$ cat src/rtl/fault_sched_pkg.sv
// Shared definitions for the fault mission scheduler.
//   - unit encoding (NONE/EU/CU/RU), which is also the fault_location output code
//   - scheduler state encoding
//   - constant waypoint ROM and block-site table, as functions
//   - default home node
package fault_sched_pkg;

  localparam logic [1:0] UNIT_NONE = 2'd0;
  localparam logic [1:0] UNIT_EU   = 2'd1;
  localparam logic [1:0] UNIT_CU   = 2'd2;
  localparam logic [1:0] UNIT_RU   = 2'd3;

  localparam logic [4:0] HOME_NODE_DEF = 5'd0;

  typedef enum logic [2:0] {
    S_IDLE,
    S_SCAN,
    S_WAIT_BLK,
    S_GO_BLK,
    S_RECTIFY,
    S_HOME,
    S_DONE
  } state_t;

  // Number of waypoints in a unit's scan/rectify list.
  function automatic logic [2:0] wp_count(input logic [1:0] u);
    case (u)
      UNIT_EU, UNIT_CU: return 3'd3;
      UNIT_RU:          return 3'd4;
      default:          return 3'd0;
    endcase
  endfunction

  // Waypoint idx of unit u. Indices past the end of a list repeat its last node.
  function automatic logic [4:0] wp_node(input logic [1:0] u, input logic [1:0] idx);
    logic [4:0] node;
    node = HOME_NODE_DEF;
    case (u)
      UNIT_EU:
        case (idx)
          2'd0:    node = 5'd29;
          2'd1:    node = 5'd27;
          default: node = 5'd24;
        endcase
      UNIT_CU:
        case (idx)
          2'd0:    node = 5'd7;
          2'd1:    node = 5'd5;
          default: node = 5'd2;
        endcase
      UNIT_RU:
        case (idx)
          2'd0:    node = 5'd19;
          2'd1:    node = 5'd17;
          2'd2:    node = 5'd15;
          default: node = 5'd12;
        endcase
      default: node = HOME_NODE_DEF;
    endcase
    return node;
  endfunction

  // Graph node of each block pickup site.
  function automatic logic [4:0] blk_node(input logic [1:0] site);
    case (site)
      2'd0:    return 5'd22;
      2'd1:    return 5'd10;
      2'd2:    return 5'd23;
      default: return 5'd11;
    endcase
  endfunction

endpackage

$ cat src/rtl/rr_arbiter3.sv
// Three-request round-robin arbiter.
//   clk, rst_n : clock, asynchronous active-low reset
//   req[2:0]   : requests, bit 0 = EU, bit 1 = CU, bit 2 = RU
//   en         : arbitration enabled; pointer moves only when en and a grant is made
//   gnt[2:0]   : one-hot grant (all zero when en is low or nothing requests)
// The pointer holds the last granted requester; the search starts just after it.
// Reset points at RU so EU has first priority.
module rr_arbiter3 (
  input  logic       clk,
  input  logic       rst_n,
  input  logic [2:0] req,
  input  logic       en,
  output logic [2:0] gnt
);

  logic [1:0] ptr;

  always_comb begin
    gnt = 3'b000;
    if (en) begin
      case (ptr)
        2'd0: begin
          if (req[1])      gnt = 3'b010;
          else if (req[2]) gnt = 3'b100;
          else if (req[0]) gnt = 3'b001;
        end
        2'd1: begin
          if (req[2])      gnt = 3'b100;
          else if (req[0]) gnt = 3'b001;
          else if (req[1]) gnt = 3'b010;
        end
        default: begin
          if (req[0])      gnt = 3'b001;
          else if (req[1]) gnt = 3'b010;
          else if (req[2]) gnt = 3'b100;
        end
      endcase
    end
  end

  always_ff @(posedge clk or negedge rst_n) begin
    if (!rst_n) begin
      ptr <= 2'd2;
    end else if (|gnt) begin
      ptr <= gnt[0] ? 2'd0 : (gnt[1] ? 2'd1 : 2'd2);
    end
  end

endmodule

$ cat src/rtl/fault_mission_scheduler.sv
// Fault-service mission scheduler for the EU, CU and RU sections.
// Keeps a saturating pending count per unit, picks a unit round-robin, and walks
// the path planner through scan legs, block pickup and rectify legs, then sends
// the bot home when nothing is pending.
//
// Ports:
//   clk_3125KHz, rst_n          : clock, asynchronous active-low reset
//   eu/cu/ru_fault_flag         : one-cycle new-fault pulses
//   block_valid, block_location : pickup site report (level)
//   curr_node                   : node the bot occupies
//   path_done                   : planner pulse, current leg finished
//   cpu_start                   : one-cycle pulse launching a leg
//   start_point, end_point      : leg source / target, registered with cpu_start
//   fault_location              : unit in service (0 none, 1 EU, 2 CU, 3 RU)
//   busy, all_done              : not IDLE/DONE, and in DONE
//   drop_count                  : saturating count of flags lost to full counters
//
// Planner handshake: cpu_start is high for one cycle with start_point/end_point
// valid from that same cycle and held until the next issue. The leg is finished
// by a path_done pulse seen while curr_node equals end_point; a path_done pulse
// with any other curr_node, or LEG_TIMEOUT cycles with no path_done, re-issues the
// same leg. path_done outside a leg state is ignored.
module fault_mission_scheduler
  import fault_sched_pkg::*;
#(
  parameter int         PEND_MAX    = 3,
  parameter int         LEG_TIMEOUT = 3125000,
  parameter logic [4:0] HOME_NODE   = HOME_NODE_DEF
) (
  input  logic       clk_3125KHz,
  input  logic       rst_n,
  input  logic       eu_fault_flag,
  input  logic       cu_fault_flag,
  input  logic       ru_fault_flag,
  input  logic       block_valid,
  input  logic [1:0] block_location,
  input  logic [4:0] curr_node,
  input  logic       path_done,
  output logic       cpu_start,
  output logic [4:0] start_point,
  output logic [4:0] end_point,
  output logic [1:0] fault_location,
  output logic       busy,
  output logic       all_done,
  output logic [7:0] drop_count
);

  localparam int            TW       = $clog2(LEG_TIMEOUT + 1);
  localparam logic [1:0]    PEND_SAT = 2'(PEND_MAX);
  localparam logic [TW-1:0] TMO_LAST = TW'(LEG_TIMEOUT - 1);

  state_t        state, state_nxt;
  logic [1:0]    unit_nxt;
  logic [1:0]    leg_idx, idx_nxt;
  logic          issue;
  logic [4:0]    target;
  logic [2:0]    dec;
  logic [2:0]    gnt;
  logic [2:0]    flags;
  logic [2:0]    drop;
  logic [2:0]    req;
  logic          arb_en;
  logic [1:0]    pend_cnt [3];
  logic [TW-1:0] tmo;
  logic          leg_wait, leg_ok, retry, last_wp, tmo_hit;
  logic [1:0]    gnt_unit;
  logic [1:0]    drop_n;
  logic [8:0]    drop_sum;

  assign flags    = {ru_fault_flag, cu_fault_flag, eu_fault_flag};
  assign req      = {pend_cnt[2] != 2'd0, pend_cnt[1] != 2'd0, pend_cnt[0] != 2'd0};
  assign leg_wait = state inside {S_SCAN, S_GO_BLK, S_RECTIFY, S_HOME};
  // tmo is 0 in the cpu_start cycle, so hitting LEG_TIMEOUT-1 re-issues exactly
  // LEG_TIMEOUT cycles after the previous issue.
  assign tmo_hit  = (tmo == TMO_LAST);
  assign leg_ok   = leg_wait && path_done && (curr_node == end_point);
  assign retry    = leg_wait && ((path_done && (curr_node != end_point)) ||
                                 (!path_done && tmo_hit));
  assign last_wp  = ({1'b0, leg_idx} == (wp_count(fault_location) - 3'd1));
  assign gnt_unit = gnt[0] ? UNIT_EU : (gnt[1] ? UNIT_CU : UNIT_RU);
  assign busy     = !((state == S_IDLE) || (state == S_DONE));
  assign all_done = (state == S_DONE);

  rr_arbiter3 u_arb (
    .clk   (clk_3125KHz),
    .rst_n (rst_n),
    .req   (req),
    .en    (arb_en),
    .gnt   (gnt)
  );

  always_comb begin
    state_nxt = state;
    unit_nxt  = fault_location;
    idx_nxt   = leg_idx;
    issue     = 1'b0;
    target    = end_point;
    dec       = 3'b000;
    arb_en    = 1'b0;
    case (state)
      S_IDLE, S_DONE: begin
        arb_en = 1'b1;
        if (|gnt) begin
          state_nxt = S_SCAN;
          unit_nxt  = gnt_unit;
          idx_nxt   = 2'd0;
          issue     = 1'b1;
          target    = wp_node(gnt_unit, 2'd0);
        end else if (state == S_IDLE) begin
          if (curr_node != HOME_NODE) begin
            state_nxt = S_HOME;
            issue     = 1'b1;
            target    = HOME_NODE;
          end else begin
            state_nxt = S_DONE;
          end
        end
      end
      S_SCAN: begin
        if (leg_ok) begin
          if (last_wp) begin
            state_nxt = S_WAIT_BLK;
          end else begin
            idx_nxt = leg_idx + 2'd1;
            issue   = 1'b1;
            target  = wp_node(fault_location, leg_idx + 2'd1);
          end
        end else if (retry) begin
          issue = 1'b1;
        end
      end
      S_WAIT_BLK: begin
        if (block_valid) begin
          state_nxt = S_GO_BLK;
          issue     = 1'b1;
          target    = blk_node(block_location);
        end
      end
      S_GO_BLK: begin
        if (leg_ok) begin
          state_nxt = S_RECTIFY;
          idx_nxt   = 2'd0;
          issue     = 1'b1;
          target    = wp_node(fault_location, 2'd0);
        end else if (retry) begin
          issue = 1'b1;
        end
      end
      S_RECTIFY: begin
        if (leg_ok) begin
          if (last_wp) begin
            state_nxt = S_IDLE;
            unit_nxt  = UNIT_NONE;
            case (fault_location)
              UNIT_EU: dec = 3'b001;
              UNIT_CU: dec = 3'b010;
              UNIT_RU: dec = 3'b100;
              default: dec = 3'b000;
            endcase
          end else begin
            idx_nxt = leg_idx + 2'd1;
            issue   = 1'b1;
            target  = wp_node(fault_location, leg_idx + 2'd1);
          end
        end else if (retry) begin
          issue = 1'b1;
        end
      end
      S_HOME: begin
        if (leg_ok) begin
          state_nxt = S_IDLE;
        end else if (retry) begin
          issue = 1'b1;
        end
      end
      default: state_nxt = S_IDLE;
    endcase
  end

  always_ff @(posedge clk_3125KHz or negedge rst_n) begin
    if (!rst_n) begin
      state          <= S_IDLE;
      fault_location <= UNIT_NONE;
      leg_idx        <= 2'd0;
      cpu_start      <= 1'b0;
      start_point    <= 5'd0;
      end_point      <= 5'd0;
      tmo            <= '0;
    end else begin
      state          <= state_nxt;
      fault_location <= unit_nxt;
      leg_idx        <= idx_nxt;
      cpu_start      <= issue;
      if (issue) begin
        start_point <= curr_node;
        end_point   <= target;
        tmo         <= '0;
      end else if (leg_wait) begin
        tmo <= tmo + 1'b1;
      end else begin
        tmo <= '0;
      end
    end
  end

  // Per-unit pending counters. A flag and a completion for the same unit in one
  // cycle cancel, so that flag is never counted as dropped.
  for (genvar g = 0; g < 3; g++) begin : g_pend
    assign drop[g] = flags[g] && !dec[g] && (pend_cnt[g] == PEND_SAT);

    always_ff @(posedge clk_3125KHz or negedge rst_n) begin
      if (!rst_n) begin
        pend_cnt[g] <= 2'd0;
      end else if (flags[g] && !dec[g]) begin
        if (pend_cnt[g] != PEND_SAT) pend_cnt[g] <= pend_cnt[g] + 2'd1;
      end else if (dec[g] && !flags[g]) begin
        pend_cnt[g] <= pend_cnt[g] - 2'd1;
      end
    end
  end

  assign drop_n   = {1'b0, drop[0]} + {1'b0, drop[1]} + {1'b0, drop[2]};
  assign drop_sum = {1'b0, drop_count} + {7'd0, drop_n};

  always_ff @(posedge clk_3125KHz or negedge rst_n) begin
    if (!rst_n) begin
      drop_count <= 8'd0;
    end else begin
      drop_count <= (drop_sum > 9'd255) ? 8'd255 : drop_sum[7:0];
    end
  end

endmodule
$ cat config.mk
export PLATFORM = sky130hd
export DESIGN_NAME = fault_mission_scheduler
export DESIGN_NICKNAME = d
export VERILOG_FILES = /design/src/rtl/fault_sched_pkg.sv /design/src/rtl/rr_arbiter3.sv /design/src/rtl/fault_mission_scheduler.sv
export SDC_FILE = /design/constraint.sdc
export NUM_CORES = 1
export LEC_CHECK = 0
export ABC_CLOCK_PERIOD_IN_PS = 4800
export BUFFER_PORTS_ARGS = -buffer_cell sky130_fd_sc_hd__buf_2
export CAP_MARGIN = 5
export CORE_MARGIN = 4
export CORE_UTILIZATION = 40
export CTS_BUF_LIST = sky130_fd_sc_hd__clkbuf_8
export DETAILED_ROUTE_END_ITERATION = 12
export PLACE_DENSITY = 0.57
export RECOVER_POWER = 50
export SLEW_MARGIN = 25
export SYNTH_ARGS = -nofsm -noshare
export SYNTH_HDL_FRONTEND = slang
export SYNTH_SLANG_ARGS = --single-unit
$ cat constraint.sdc
create_clock -name clk_3125KHz -period 4.8 [get_ports clk_3125KHz]
set_clock_uncertainty 0.15 [all_clocks]
set_input_delay 1.2 -clock clk_3125KHz [delete_from_list [all_inputs] [get_ports clk_3125KHz]]
set_output_delay 1.2 -clock clk_3125KHz [all_outputs]
set_load 0.02 [all_outputs]
==> results.tsv <==
stage	metric	value	unit
outcome	outcome	finished, violations left	
outcome	violations	capacitance limit, slew limit	
clock_tree	post_cts_resized	0	
layout	drive_above_1_share	12.9	%
timing	slew_violations	59	
critical_path	worst_setup_path_start_kind	flip-flop	
global_route	antenna_found_initial	0	
logic_synthesis	yosysUniqueCellTypes	66	
place	place_ws	0.554	ns
timing	final.setup.tns	0	ns
floorplanning	rows	34	
layout	final_area	3930	sq um
layout	area_delta_synth_final	10.5	%
drt	viasPerCell	5.47	
critical_path	critical_path_class	flip-flop to flip-flop	
flow_run	max_cap_violations	2	
clock_tree	cts_tree	yes	
clock_tree	post_cts_buffers	0	
layout	fin_cells	533	
critical_path	cp.arrival	3.99	ns
floorplanning	die_w	102	microns
power	power_density	559	nW/um^2
logic_synthesis	yosysSeqAreaShare	39.4	%
place	portBuffers	36	
layout	fin_nets	454	
clock_tree	htree_num_levels	2	
global_route	grtUsageTotal	16.9	%
hold_path	min_path_type	flip-flop to flip-flop	
logic_synthesis	netlist_instances	386	
timing	setup-violations-final	0	
place	dpl_cell_area	3860	sq um
drt	initialDrtViolationCount	120	
timing	setup_slack	0.907	ns
logic_synthesis	yosys_register_bits	56	
drt	vias	2913	
power	power	0.00220	W
clock_tree	cts_num_sinks	56	
timing	slew_headroom	-7.97	%
clock_tree	clk_pin_slew	0.11	ns
timing	worst_slew_pin_slew	1.62	ns
global_route	overflow	0	
place	place_inst	525	
logic_synthesis	ys_warn_count	0	
global_route	grt_max_degree	31	
logic_synthesis	syn-num-nets	416	
clock_tree	clkLatencyLatePin	0.31	ns
floorplanning	start_util	41.0	%
critical_path	critPathRequiredTime	4.90	ns
floorplanning	die_area	10500	sq um
logic_synthesis	ys.flop_type	dfrtp_1	
clock_tree	cts_buffer_depth	2	
logic_synthesis	synth.area.top_cells	dfrtp_1 39%, xor2_1 5.7%, nor2_1 5.6%	
layout	antenna_cells	0	
drt	detail-route-antenna-nets	0	
timing	hold_viol	0	
timing	rsz0062_at_grt	false	
place	routabilityCongestion	0.842	
logic_synthesis	yosysTopAreaCellShare	38.7	%
timing	fin_crit	3.89	ns
place	place_hpwl	6100	microns
critical_path	cp_top_family	adder cells	
drt	drt_wl_total	8190	microns
logic_synthesis	syn_area	3560	sq um
logic_synthesis	synth_top_area_cell	dfrtp_1	
drt	drt_first_pass_iters	4	
drt	wire_per_inst	15.4	microns
critical_path	slowest_stage	dfrtp_1	
critical_path	endpoint_kind	flip-flop	
critical_path	worstPathBufferInverterCount	3	
timing	period_share	81.1	%
critical_path	path_cells	inv_1, ha_1, xnor2_1, nor4_2, nand4_1, nand4_1, fa_1, inv_1, ha_1, inv_1, fa_1, nor2_1, nand3_1, nand2b_1	
logic_synthesis	syn_avg_cell_area	9.22	sq um
layout	fill_cells	909	
global_route	first_global_vias	2982	
clock_tree	ctsHoldBuffers	0	
floorplanning	core_area	8680	sq um
logic_synthesis	synth_edf_count	0	
power	p_leak	1.73	nW
timing	max_freq	257	MHz
floorplanning	dieHeight	102	microns
clock_tree	cts-root-buf	clkbuf_8	
floorplanning	pin_count	37	
drt	drcViolationCount	0	
logic_synthesis	synthArstFlopShare	100	%
global_route	grt_pass1_wl	14300	microns
critical_path	cpPeakStageDelay	0.55	ns
critical_path	cp_common_cell	inv_1	
power	vdd_drop_max	0.000259	V
critical_path	crit_fanout	10	
clock_tree	cts-buffers-inserted	5	
## final cells by class
class	instances	area, sq um	area share (%)
repair buffers	41	196	4.99
multi-input cells	300	2030	51.7
inverters	20	75.1	1.91
clock inverters	3	21.3	0.541
well taps	108	135	3.44
flip-flops and latches	56	1400	35.7
clock buffers	5	68.8	1.75
## placed cells by master, fill, tap and decap left out, types with 6 or more instances in the layout
cell type	Yosys	final
a21oi_1	19	19
buf_2	2	25
clkbuf_1	7	13
dfrtp_1	55	55
ha_1	14	14
inv_1	19	19
mux2i_1	6	6
nand2_1	35	35
nand3_1	14	14
nand4_1	13	13
nor2_1	53	53
nor3_1	9	9
o21ai_0	15	15
xnor2_1	10	10
xor2_1	23	23
## sequential cells by signal (all words and copies together), names as in the netlist
register and flops:
end_point 5, drop_count 8, start_point 5, pend_cnt 6, fault_location 2, tmo 22, state 3, cpu_start 1
u_arb.ptr 2, leg_idx 2
## cells by family (layout without fill, tap and decap cells)
| group | Yosys count | after routing | share of synthesized area [%] |
|---|---|---|---|
| adders and majority gates | 17 | 17 | 6.33 |
| and+or+nand+nor | 156 | 156 | 21.8 |
| AOI/OAI and AO/OA | 78 | 78 | 15.6 |
| buffers and inverters | 30 | 69 | 3.44 |
| DFF | 56 | 56 | 39.4 |
| muxes | 16 | 16 | 5.38 |
| xor gates and xnor gates | 33 | 33 | 8.12 |
## cells in the mapped netlist (3+ instances only)
library cell and count:
and4_1 4, o21ai_0 15, nor2b_1 3, ha_1 14
clkbuf_1 7, nor2_1 53, a21oi_1 19, nand3b_1 4
a221oi_1 3, nor4_1 3, nor3_1 9, o21ai_1 3
xor2_1 23, inv_1 19, or2_2 3, and3_1 3
nand3_1 14, mux2_1 4, xnor2_1 10, mux2_4 5
a31oi_1 4, nand2_1 35, a211oi_1 4, nand4_1 13
dfrtp_1 55, mux2i_1 6
## through the flow
| step | hold slack (ns) | util [%] |
|---|---|---|
| finish | 0.318 | 45.3 |
| global route | 0.350 | 45.3 |
| CTS | 0.323 | 45.6 |
| detailed placement | 0.307 | 44.5 |
| global placement | 0.300 | 44.5 |
| floorplan | 0.283 | - |
## final timing paths
| check | start | endpoint | slack [ns] | cells past startpoint |
|---|---|---|---|---|
| min reg2reg | tmo[0] | tmo[0] | 0.32 | 1 |
| max | fault_location[1] | drop_count[0] | 0.91 | 14 |
| min | tmo[0] | tmo[0] | 0.32 | 1 |
| max in group asynchronous | rst_n | tmo[20] | 1.22 | 2 |
| max reg2reg | fault_location[1] | drop_count[0] | 0.91 | 14 |
| min in group asynchronous | rst_n | pend_cnt[5] | 1.10 | 1 |
## routing by layer
metal / routed length (microns) / GRT usage (%) / vias to the layer above
li1: - / - / 1453
met4: 81 / 3.73 / 0
met3: 308 / 3.00 / 6
met1: 3920 / 23.7 / 1407
met5: 0 / 0 / -
met2: 3880 / 27.3 / 47
## worst reg2reg max path: cells and delay by family, from the launching register on
kind,cells,cell delay (ns)
adder cells (fa/ha/maj),4,1.36
flip-flops,1,0.55
buffers and inverters,3,0.26
XOR/XNOR,1,0.17
AND/OR/NAND/NOR,6,1.36
## report_power, final
group          leakage, nW  internal [W]  switching, W
clock network       0.0445      0.000104      0.000163
logic                0.987      0.000463      0.000735
registers            0.698      0.000603      0.000129
total                 1.73       0.00117       0.00103
Power figures use the tool's default switching activity.
